===== src/rtl/seven_seg_capture.sv =====
// Captures a multiplexed 4-digit active-low seven-segment display into a 16-bit hex frame.
// Each digit must hold steady for SETTLE_CYCLES samples; a frame is published once all four digits are captured.
module seven_seg_capture #(
    parameter int unsigned SETTLE_CYCLES  = 2,
    parameter int unsigned TIMEOUT_CYCLES = 1024
) (
    input  logic        clk,
    input  logic        reset,
    input  logic [3:0]  digit_select,
    input  logic [6:0]  led_select,
    output logic [15:0] value,
    output logic [3:0]  blank_mask,
    output logic        frame_valid,
    output logic        frame_changed,
    output logic        frame_err,
    output logic        stale
);

    localparam int unsigned CW = 8;
    localparam int unsigned TW = $clog2(TIMEOUT_CYCLES + 1);
    localparam logic [CW-1:0] SETTLE_MAX  = CW'(SETTLE_CYCLES);
    localparam logic [TW-1:0] TIMEOUT_MAX = TW'(TIMEOUT_CYCLES);

    typedef enum logic [1:0] {WAIT_SEL, SETTLE, HOLD} state_t;

    state_t        state;
    logic [3:0]    sel_r, sel_p;
    logic [6:0]    seg_r, seg_p;
    logic [CW-1:0] cnt;
    logic [TW-1:0] timer;
    logic [3:0]    mask;
    logic [15:0]   slot_val;
    logic [3:0]    slot_blank;
    logic [3:0]    slot_err;

    logic [3:0]    sel_hot_c;
    logic          sel_valid_c;
    logic [1:0]    sel_idx_c;
    logic          changed_c;
    logic [3:0]    nib_c;
    logic          is_blank_c;
    logic          is_err_c;
    logic          load_c;
    logic          capture_c;
    logic [3:0]    mask_next_c;
    logic [15:0]   frame_val_c;
    logic [3:0]    frame_blank_c;
    logic [3:0]    frame_err_c;

    // Select qualification: exactly one anode driven low.
    always_comb begin
        sel_hot_c   = ~sel_r;
        sel_valid_c = 1'b1;
        sel_idx_c   = 2'd0;
        case (sel_hot_c)
            4'b0001: sel_idx_c = 2'd0;
            4'b0010: sel_idx_c = 2'd1;
            4'b0100: sel_idx_c = 2'd2;
            4'b1000: sel_idx_c = 2'd3;
            default: sel_valid_c = 1'b0;
        endcase
        changed_c = (sel_r != sel_p) || (seg_r != seg_p);
    end

    // Segment pattern to hex nibble; blank and undecodable patterns read as 0.
    always_comb begin
        nib_c      = 4'h0;
        is_blank_c = 1'b0;
        is_err_c   = 1'b0;
        case (seg_r)
            7'h40: nib_c = 4'h0;
            7'h79: nib_c = 4'h1;
            7'h24: nib_c = 4'h2;
            7'h30: nib_c = 4'h3;
            7'h19: nib_c = 4'h4;
            7'h12: nib_c = 4'h5;
            7'h02: nib_c = 4'h6;
            7'h78: nib_c = 4'h7;
            7'h00: nib_c = 4'h8;
            7'h10: nib_c = 4'h9;
            7'h08: nib_c = 4'hA;
            7'h03: nib_c = 4'hB;
            7'h46: nib_c = 4'hC;
            7'h21: nib_c = 4'hD;
            7'h06: nib_c = 4'hE;
            7'h0E: nib_c = 4'hF;
            7'h7F: is_blank_c = 1'b1;
            default: is_err_c = 1'b1;
        endcase
    end

    // A fresh valid select (re)starts settling; with SETTLE_CYCLES=1 the first sample suffices.
    always_comb begin
        load_c    = 1'b0;
        capture_c = 1'b0;
        case (state)
            WAIT_SEL: load_c = sel_valid_c;
            SETTLE: begin
                if (changed_c) load_c = sel_valid_c;
                else           capture_c = (cnt + CW'(1)) >= SETTLE_MAX;
            end
            HOLD:     load_c = changed_c && sel_valid_c;
            default:  load_c = 1'b0;
        endcase
        if (load_c && (SETTLE_CYCLES == 1)) capture_c = 1'b1;
    end

    // Frame contents as they would look with the current capture merged in.
    always_comb begin
        mask_next_c   = mask;
        frame_val_c   = slot_val;
        frame_blank_c = slot_blank;
        frame_err_c   = slot_err;
        mask_next_c[sel_idx_c]             = 1'b1;
        frame_val_c[{sel_idx_c, 2'b00} +: 4] = nib_c;
        frame_blank_c[sel_idx_c]           = is_blank_c;
        frame_err_c[sel_idx_c]             = is_err_c;
    end

    always_ff @(posedge clk or posedge reset) begin
        if (reset) begin
            sel_r <= 4'hF;
            seg_r <= 7'h7F;
            sel_p <= 4'hF;
            seg_p <= 7'h7F;
        end else begin
            sel_r <= digit_select;
            seg_r <= led_select;
            sel_p <= sel_r;
            seg_p <= seg_r;
        end
    end

    // Settle FSM.
    always_ff @(posedge clk or posedge reset) begin
        if (reset) begin
            state <= WAIT_SEL;
            cnt   <= '0;
        end else begin
            if (load_c)                  cnt <= CW'(1);
            else if (state == SETTLE)    cnt <= cnt + CW'(1);
            if (capture_c)               state <= HOLD;
            else if (load_c)             state <= SETTLE;
            else if (state != WAIT_SEL && changed_c) state <= WAIT_SEL;
        end
    end

    // Slot assembly, frame publication and staleness timer.
    always_ff @(posedge clk or posedge reset) begin
        if (reset) begin
            mask          <= '0;
            slot_val      <= '0;
            slot_blank    <= '0;
            slot_err      <= '0;
            timer         <= '0;
            value         <= '0;
            blank_mask    <= 4'hF;
            frame_valid   <= 1'b0;
            frame_changed <= 1'b0;
            frame_err     <= 1'b0;
            stale         <= 1'b0;
        end else begin
            frame_valid   <= 1'b0;
            frame_changed <= 1'b0;
            if (capture_c) begin
                slot_val   <= frame_val_c;
                slot_blank <= frame_blank_c;
                slot_err   <= frame_err_c;
                timer      <= '0;
                stale      <= 1'b0;
                if (mask_next_c == 4'hF) begin
                    mask          <= '0;
                    value         <= frame_val_c;
                    blank_mask    <= frame_blank_c;
                    frame_err     <= |frame_err_c;
                    frame_valid   <= 1'b1;
                    frame_changed <= {frame_val_c, frame_blank_c} != {value, blank_mask};
                end else begin
                    mask <= mask_next_c;
                end
            end else if (timer != TIMEOUT_MAX) begin
                timer <= timer + TW'(1);
                if ((timer + TW'(1)) == TIMEOUT_MAX) begin
                    mask  <= '0;
                    stale <= 1'b1;
                end
            end
        end
    end

endmodule


===== config.mk =====
export PLATFORM = sky130hd
export DESIGN_NAME = seven_seg_capture
export DESIGN_NICKNAME = d
export VERILOG_FILES = /design/src/rtl/seven_seg_capture.sv
export SDC_FILE = /design/constraint.sdc
export NUM_CORES = 1
export LEC_CHECK = 0
export CAP_MARGIN = 10
export CORE_ASPECT_RATIO = 1.75
export CORE_UTILIZATION = 34
export CTS_BUF_LIST = sky130_fd_sc_hd__clkbuf_16
export CTS_CLUSTER_SIZE = 28
export DETAILED_ROUTE_END_ITERATION = 10
export PLACE_DENSITY = 0.5
export REMOVE_ABC_BUFFERS = 1
export SETUP_SLACK_MARGIN = 0.3
export SYNTH_ARGS = -nofsm -noshare
export SYNTH_HDL_FRONTEND = slang
export SYNTH_SLANG_ARGS = --single-unit

===== constraint.sdc =====
create_clock -name clk -period 5.2 [get_ports clk]
set_input_delay 1.04 -clock clk [delete_from_list [all_inputs] [get_ports clk]]
set_output_delay 1.04 -clock clk [all_outputs]
set_load 0.03 [all_outputs]

==> qor.yml, run 1 <==
timing:
  rsz0062_at_grt: "false"
  finClkSkew_ns: 0.00996
  setup_slack_ns: 1.68
  fin_crit_sh_pct: 67.6
  setup_tns_ns: 0
  slew_violations: 0
  period_needed_ns: 3.52
  fmax_mhz: 284
  setup_viol: 0
  worst_pin_slew_ns: 0.952
  hold_viol_final: 0
  slew_headroom_pct: 35.8
  holdWs_ns: 0.428
worst_setup_path:
  crit_arrival_ns: 3.71
  required_ns: 5.40
  slowest_stage: "dfstp_2"
  rrSetupSlack_ns: 1.68
  timing.rr.end: "frame_changed"
  path_class: "register to register"
  crit_path_end_kind: "register"
  critPathMaxStageDelay_ns: 0.64
  startpoint: "sel_r[3]"
  cp-start-kind: "register"
  reg2regPathDepth: 12
  cp_cell_sequence: "xor2_1, nand3_1, ha_1, buf_4, nor2b_1, o21ai_0, buf_2, o22ai_1, nor2_1, mux2i_1, a2111oi_0, a31oi_1"
  cp-endpoint: "frame_changed"
  r2r-start: "sel_r[3]"
  path_max_fanout: 18
placement:
  hpwl_mm: 10.2
  place_ws_ns: 1.58
  io_buffers: 36
  gp_congestion: 0.881
finish:
  area_growth_pct: 14.4
  fillers: 1533
  final_common_cell: "dfrtp_1"
  multiInputGateArea_sq_mm: 0.00275
  drive_gt1_share_pct: 16.0
  nets: 577
  final_cell_mix: "69 x dfrtp_1, 38 x nor2_1, 36 x clkdlybuf4s50_1, 34 x nand2_1"
  fin_util_pct: 40.1
  seq_area_sq_mm: 0.00241
  n_antenna_cell: 0
power_and_ir_drop:
  p_leak_uw: 0.00262
  vdd_ir_drop_max_mv: 0.182
  finalPower_uw: 1820
  p_per_area_mw_per_mm2: 291
detailed_routing:
  drc: 0
  wl_mm: 14.2
  post_drt_via_cell_ratio: 5.50
  num_vias: 4109
  wl_per_cell_um: 18.9
  first_pass_iters: 4
  drt_iter0_markers: 268
  ant_nets: 0
cts:
  cts_setup_buffers: 0
  cts_tree: "yes"
  cts_root_buf: "clkbuf_16"
  clk_latency_ns: 0.35
  cts.sinks: 95
  clockBufferDepth: 2
  cts_max_level: 3
  numCtsBuffers: 9
  clk_pin_slew_ns: 0.07
  ctsHoldBuffers: 0
  cts_resized: 0
synthesis:
  yosysUniqueCellTypes: 77
  yosys.area_share.simple_pct: 19.7
  ys_ff_latch: 95
  synthFlopType: "dfrtp_1"
  syn_area_per_cell_sq_um: 10.2
  synth.mux.area_fraction_pct: 7.11
  ys_warn_count: 0
  async_reset_ff_share_pct: 100
  syn-cell-area_sq_mm: 0.00545
  synth_compound_area_share_pct: 15.4
  synthCells: 535
  synth_top_family_by_area: "simple AND/OR/NAND/NOR gates"
  seq_area_frac_synth_pct: 44.2
  synthAdderAreaFrac_pct: 2.02
  synth-edff-count: 0
  synth_xor_area_share_pct: 6.27
floorplan:
  ios: 37
  die_w_um: 97.7
  fp-row-count: 60
  dieArea_sq_mm: 0.0166
  core_sq_mm: 0.0155
  initial_core_util_pct: 35.1
  fp.dieH_um: 170
grt:
  grt_use_total_pct: 17.8
  grt_pass1_vias: 4128
  grt_busiest_layer: "met2"
  grt-ovfl-total: 0
  antenna_found_initial: 0
  grt_max_degree: 64
  grt_use_met3_pct: 2.68
  grt_pass1_wl_mm: 22.7
  met2_usage_pct: 32.1
  use_met1_pct: 20.5
hold_path:
  hp-class: "register to register"
run:
  max_cap_violations: 0
status:
  run_status: "finished, final reports clean"
-- state kept, by name, indices dropped and copies added (netlist names) --
| name | flops |
|---|---|
| sel_r | 4 |
| blank_mask | 4 |
| sel_p | 4 |
| slot_blank | 4 |
| timer | 11 |
| slot_err | 4 |
| frame_valid | 1 |
| cnt | 8 |
| mask | 4 |
| stale | 1 |
| frame_changed | 1 |
| slot_val | 16 |
| seg_r | 7 |
| seg_p | 7 |
| value | 16 |
| state | 2 |
| frame_err | 1 |
-- metrics by stage --
step | cells | area, sq um
after floorplan | 505 | 5270
after global placement | 730 | 5890
after detailed placement | 730 | 5890
after CTS | 746 | 6230
after global routing | 747 | 6240
final | 747 | 6240
-- worst max-delay path: cells and delay by family, from the launching register on --
family,cells,cell delay [ns]
AOI/OAI and AO/OA,4,0.92
xor gates and xnor gates,1,0.26
adders and majority gates,1,0.33
buffers and inverters,2,0.49
DFF,1,0.64
muxes,1,0.08
and+or+nand+nor,3,0.64
-- cell families after synthesis --
logic type / count (synthesis)
buffers and inverters: 59
adders and majority gates: 9
and+or+nand+nor: 186
muxes: 34
AOI/OAI and AO/OA: 113
xor gates and xnor gates: 39
DFF: 95
-- routing by layer --
metal | wire length (um) | vias up
li1 | - | 1956
met1 | 5820 | 2048
met2 | 7540 | 82
met3 | 349 | 23
met4 | 442 | 0
met5 | 0 | -
-- cell usage after synthesis, types with 9 or more instances --
| master | count | area [sq um] |
|---|---|---|
| a21oi_1 | 16 | 80.1 |
| a22o_1 | 9 | 78.8 |
| buf_2 | 15 | 75.1 |
| dfrtp_1 | 69 | 1730 |
| dfstp_2 | 26 | 683 |
| inv_1 | 29 | 109 |
| mux2_2 | 21 | 236 |
| nand2_1 | 34 | 128 |
| nand2b_1 | 28 | 175 |
| nand3_1 | 20 | 100 |
| nand4_1 | 9 | 56.3 |
| nor2_1 | 38 | 143 |
| o21ai_0 | 25 | 125 |
| o2bb2ai_1 | 10 | 87.6 |
| xnor2_1 | 24 | 210 |
| xor2_1 | 15 | 131 |
-- report_power, final --
part	switching (uW)	internal, uW	total [uW]
clock	296	472	768
sequential	67.4	787	854
combinational	109	83.8	192
total	472	1340	1820
-- worst min path at each step --
stage | start | end | slack [ns] | depth (start not counted)
floorplan | sel_r[1] | sel_p[1] | 0.40 | 0
global placement | sel_r[1] | sel_p[1] | 0.41 | 0
detailed placement | sel_r[1] | sel_p[1] | 0.42 | 0
CTS | sel_r[1] | sel_p[1] | 0.43 | 0
global route | sel_r[1] | sel_p[1] | 0.43 | 0
finish | sel_r[1] | sel_p[1] | 0.43 | 0
-- cell type report --
type                       instances  area share, %
multi-input combinational        381           44.1
sequential                        95           38.6
timing repair buffer              40           6.22
tap                              186           3.73
clock buffer                       9           3.61
clock inverter                     7           1.89
inverter                          29           1.79
Note: power is estimated with default switching activity, not from simulation.
==> run 2: changes to the inputs <==
==> constraint.sdc (replaced) <==
create_clock -name clk -period 3.3 [get_ports clk]
set_input_delay 0.66 -clock clk [delete_from_list [all_inputs] [get_ports clk]]
set_output_delay 0.66 -clock clk [all_outputs]
set_load 0.03 [all_outputs]
==> run 2 against run 1 <==
Net effect: combinational power grew 78%; via count grew 4.3%; setup slack lost 1.2 ns; final cell count grew 2.5%; global-route usage grew 1.1 points; clock skew shrank 0.0016 ns; largest cell class unchanged; largest power group unchanged; highest routed layer unchanged.
==> qor.yml, run 2 (synthesized netlist as in run 1, its figures left out) <==
power_and_ir_drop:
  p_per_area_mw_per_mm2: 438
  p_leak_uw: 0.00272
  vdd_ir_drop_max_mv: 0.246
finish:
  final_cell_mix: "69 x dfrtp_1, 38 x nor2_1, 36 x clkdlybuf4s50_1, 34 x nand2_1, 29 x inv_1"
  instances_no_fill: 766
  n_antenna_cell: 0
  final_common_cell: "dfrtp_1"
  reg.largest.list: "slot_val (16), value (16), timer (11)"
  fillers: 1517
  area_growth_pct: 18.1
  nets: 596
  drive_gt1_share_pct: 20.2
  fin_util_pct: 41.4
floorplan:
  die_w_um: 97.7
  dieArea_sq_mm: 0.0166
  fp.dieH_um: 170
  core_sq_mm: 0.0155
  ios: 37
  initial_core_util_pct: 35.1
  fp-row-count: 60
worst_setup_path:
  slowest_stage: "dfstp_2"
  cp-start-kind: "register"
  reg2regPathDepth: 13
  rrSetupSlack_ns: 0.44
  required_ns: 3.53
  critPathMaxStageDelay_ns: 0.61
  path_common_cell: "buf_4"
  crit_arrival_ns: 3.09
  startpoint: "sel_r[3]"
  path_max_fanout: 13
  cp_cell_sequence: "xor2_2, nand3_1, buf_4, inv_1, ha_1, buf_4, o21ai_0, o221ai_2, o21a_1, a221oi_2, nand4_1, nor4_2, a31oi_1"
  crit_path_end_kind: "register"
  crit_family: "compound AO/OA/AOI/OAI gates"
  path_buf_inv: 3
  timing.rr.end: "frame_changed"
  path_class: "register to register"
  r2r-start: "sel_r[3]"
  cp_num_cells: 13
detailed_routing:
  post_drt_via_cell_ratio: 5.59
  drc: 0
  num_vias: 4285
  drt_iter0_markers: 231
  first_pass_iters: 4
  wl_per_cell_um: 19.3
  wl_mm: 14.8
  ant_nets: 0
placement:
  hpwl_mm: 10.8
  gp_congestion: 0.906
  dp_cells: 748
  io_buffers: 36
timing:
  slew_headroom_pct: 50.3
  worst_pin_slew_ns: 0.738
  rsz0062_at_grt: "false"
  slew_violations: 0
  fin_crit_sh_pct: 86.8
  fmax_mhz: 349
  hold_viol_final: 0
  holdWs_ns: 0.394
  finClkSkew_ns: 0.00837
  period_needed_ns: 2.86
  setup_tns_ns: 0
  setup_viol: 0
status:
  run_status: "finished, final reports clean"
cts:
  cts_root_buf: "clkbuf_16"
  clk_latency_ns: 0.35
  numCtsBuffers: 9
  cts.sinks: 95
  cts_tree: "yes"
  clockBufferDepth: 2
  cts_max_level: 3
  ctsHoldBuffers: 0
  clk_pin_slew_ns: 0.07
grt:
  grt-ovfl-total: 0
  grt_use_total_pct: 18.8
  grt_pass1_vias: 4396
  use_met1_pct: 21.4
  antenna_found_initial: 0
  grt_use_met3_pct: 2.55
  grt_busiest_layer: "met2"
  met2_usage_pct: 34.2
  grt_max_degree: 56
  grt_pass1_wl_mm: 23.9
hold_path:
  worstHoldStart: "seg_r[6]"
  holdPathEnd: "seg_p[6]"
  hp-class: "register to register"
  hold_depth: 0
run:
  max_cap_violations: 0
==> run 2: cell types whose count changed in the layout (fill, tap and decap cells not counted), moves of 2 or more <==
cell        change
buf_4          +19
clkinv_2        -2
clkinvlp_4      +2
o21ai_0         -2
o21ai_2         +2
==> run 2: where the power goes <==
group	total (uW)	leakage, uW	switching [uW]	internal (uW)
combinational	342	0.00135	194	148
clock	1140	0.000153	477	666
sequential	1330	0.00122	93.7	1240
total	2820	0.00272	764	2050
==> run 2: routing by layer <==
layer,up-vias,wire [um]
li1,1998,-
met1,2152,5860
met2,98,7950
met3,37,454
met4,0,558
met5,-,0
==> run 2: cell type report <==
cell class	count	area [sq um]	share of cell area (%)
clock buffer	9	225	3.50
clock inverter	7	96.3	1.50
inverter	29	111	1.73
multi-input combinational	381	2820	43.7
sequential	95	2410	37.4
tap	186	233	3.62
timing repair buffer	59	546	8.48
==> run 2: worst max-delay path by stage <==
| stage | endpoint |
|---|---|
| detailed placement | frame_changed |
| CTS | frame_changed |
| global route | frame_changed |
| global placement | frame_changed |
| floorplan | cnt[0] |
| finish | frame_changed |
==> run 2: repair_timing <==
| action | CTS | global route |
|---|---|---|
| gates resized for setup | 6 | 8 |
| pin swaps | 0 | 0 |
| setup endpoints to repair | 2 | 2 |
| buffers inserted | 0 | 2 |
==> run 2: per-stage QoR <==
| step | power, uW | cell area [sq um] | setup slack [ns] |
|---|---|---|---|
| after floorplan | 1570 | 5270 | 0.206 |
| after global placement | 1680 | 6040 | 0.179 |
| after detailed placement | 1690 | 6040 | 0.0931 |
| after CTS | 2840 | 6370 | 0.308 |
| after global routing | 2960 | 6440 | 0.277 |
| final | 2820 | 6440 | 0.437 |
==> run 3: changes to the inputs <==
==> constraint.sdc (replaced) <==
create_clock -name clk -period 3.5 [get_ports clk]
set_input_delay 0.7 -clock clk [delete_from_list [all_inputs] [get_ports clk]]
set_output_delay 0.7 -clock clk [all_outputs]
set_load 0.03 [all_outputs]
==> run 3 against run 2 <==
Net effect: sequential power decreased by 5%; worst hold slack better by 0.043 ns; register-to-register slack improved by 0.16 ns; clock power down 6%; die area is the same; design area shrank 1.1%; power decreased by 6.1%; flip-flop and latch count unchanged; routed wire length down 0.81%; first-iteration DRC count grew 5.2%; setup slack improved by 0.16 ns; sequential share of layout area increased by 0.43 points; largest cell class unchanged.
==> qor.yml, run 3 (synthesized netlist as in run 1, its figures left out) <==
status:
  run_status: "finished, final reports clean"
worst_setup_path:
  critPathMaxStageDelay_ns: 0.63
  slowest_stage: "dfstp_2"
  crit_arrival_ns: 3.13
  path_max_fanout: 9
  path_class: "register to register"
  cp-start-kind: "register"
  required_ns: 3.72
  crit_path_end_kind: "register"
  cp_cell_sequence: "xor2_2, nand3_2, inv_1, ha_2, nand2b_1, a22o_1, o21a_1, a221oi_1, nand4_1, nor4_1, a31oi_1"
cts:
  clk_latency_ns: 0.35
  ctsHoldBuffers: 0
  cts.sinks: 95
  cts_max_level: 3
  clk_pin_slew_ns: 0.07
  numCtsBuffers: 9
  clockBufferDepth: 2
  cts_tree: "yes"
  cts_root_buf: "clkbuf_16"
placement:
  io_buffers: 36
  hpwl_mm: 10.8
  gp_congestion: 0.955
detailed_routing:
  first_pass_iters: 5
  wl_mm: 14.7
  wl_per_cell_um: 19.3
  post_drt_via_cell_ratio: 5.56
  ant_nets: 0
  num_vias: 4236
  drt_iter0_markers: 243
  drc: 0
grt:
  antenna_found_initial: 0
  grt_pass1_wl_mm: 24.1
  grt_pass1_vias: 4411
  grt_use_total_pct: 18.9
  grt_max_degree: 47
  grt-ovfl-total: 0
power_and_ir_drop:
  vdd_ir_drop_max_mv: 0.218
  p_per_area_mw_per_mm2: 416
  p_leak_uw: 0.00269
timing:
  fmax_mhz: 344
  rsz0062_at_grt: "false"
  finClkSkew_ns: 0.0118
  hold_viol_final: 0
  slew_violations: 0
  setup_tns_ns: 0
  slew_headroom_pct: 41.4
  fin_crit_sh_pct: 83.1
  setup_viol: 0
  holdWs_ns: 0.438
  period_needed_ns: 2.91
  worst_pin_slew_ns: 0.869
run:
  max_cap_violations: 0
finish:
  multiInputGateArea_sq_mm: 0.00277
  area_growth_pct: 16.7
  final_cell_mix: "69 x dfrtp_1, 38 x nor2_1, 36 x clkdlybuf4s50_1, 34 x nand2_1, 29 x inv_1"
  nets: 592
  seq_area_sq_mm: 0.00241
  n_antenna_cell: 0
  fillers: 1526
  drive_gt1_share_pct: 18.9
  final_common_cell: "dfrtp_1"
  reg.largest.list: "slot_val (16), value (16), timer (11)"
floorplan:
  fp-row-count: 60
  die_w_um: 97.7
  ios: 37
  dieArea_sq_mm: 0.0166
  core_sq_mm: 0.0155
  fp.dieH_um: 170
  initial_core_util_pct: 35.1
hold_path:
  hp-class: "register to register"
run 3: layer usage:
metal,share of wire (%),GRT usage (%),up-vias
li1,-,-,2002
met1,41,21.5,2122
met2,54,34.7,82
met3,2.1,2.72,30
met4,3.0,8.56,0
met5,0,0,-
run 3: layout make-up:
type / count / area share (%)
timing repair buffer: 55 / 8.10
inverter: 29 / 1.75
clock inverter: 7 / 1.47
tap: 186 / 3.66
sequential: 95 / 37.9
clock buffer: 9 / 3.54
multi-input combinational: 381 / 43.6
run 3: critical path, delay by kind of cell (launching register included):
family | cells | cell delay [ns]
flip-flops | 1 | 0.63
AO/OA/AOI/OAI | 4 | 0.85
adder cells (fa/ha/maj) | 1 | 0.29
XOR/XNOR | 1 | 0.12
buffers and inverters | 1 | 0.10
AND/OR/NAND/NOR | 4 | 0.78
run 3: repair_timing:
item / 4_1_cts / 5_1_grt
setup buffers: 0 / 2
gates resized for setup: 1 / 5
endpoints found under the setup margin: 1 / 1
run 3: power breakdown:
group	switching [uW]	leakage, uW	internal [uW]
registers	96.9	0.00122	1170
logic	175	0.00131	136
clock network	442	0.000158	628
run 3: path summary, 6_finish.rpt:
kind / slack, ns / end / start / cells after the start
setup / recovery: 0.59 / frame_changed / sel_r[1] / 11
hold / removal: 0.44 / sel_p[1] / sel_r[1] / 0
setup reg to reg: 0.59 / frame_changed / sel_r[1] / 11
hold reg to reg: 0.44 / sel_p[1] / sel_r[1] / 0
max in group asynchronous: 2.01 / value[15] / reset / 3
min in group asynchronous: 0.78 / value[4] / reset / 2
run 3: per-stage QoR:
step,utilization (%),instance area [sq um],total power [uW],cells,setup slack (ns)
final,40.9,6360,2650,762,0.593
after global routing,40.9,6360,2770,762,0.306
after CTS,40.7,6330,2680,760,0.334
after detailed placement,38.7,6010,1600,744,0.252
after global placement,38.7,6010,1580,744,0.340
after floorplan,-,5270,1480,505,0.366
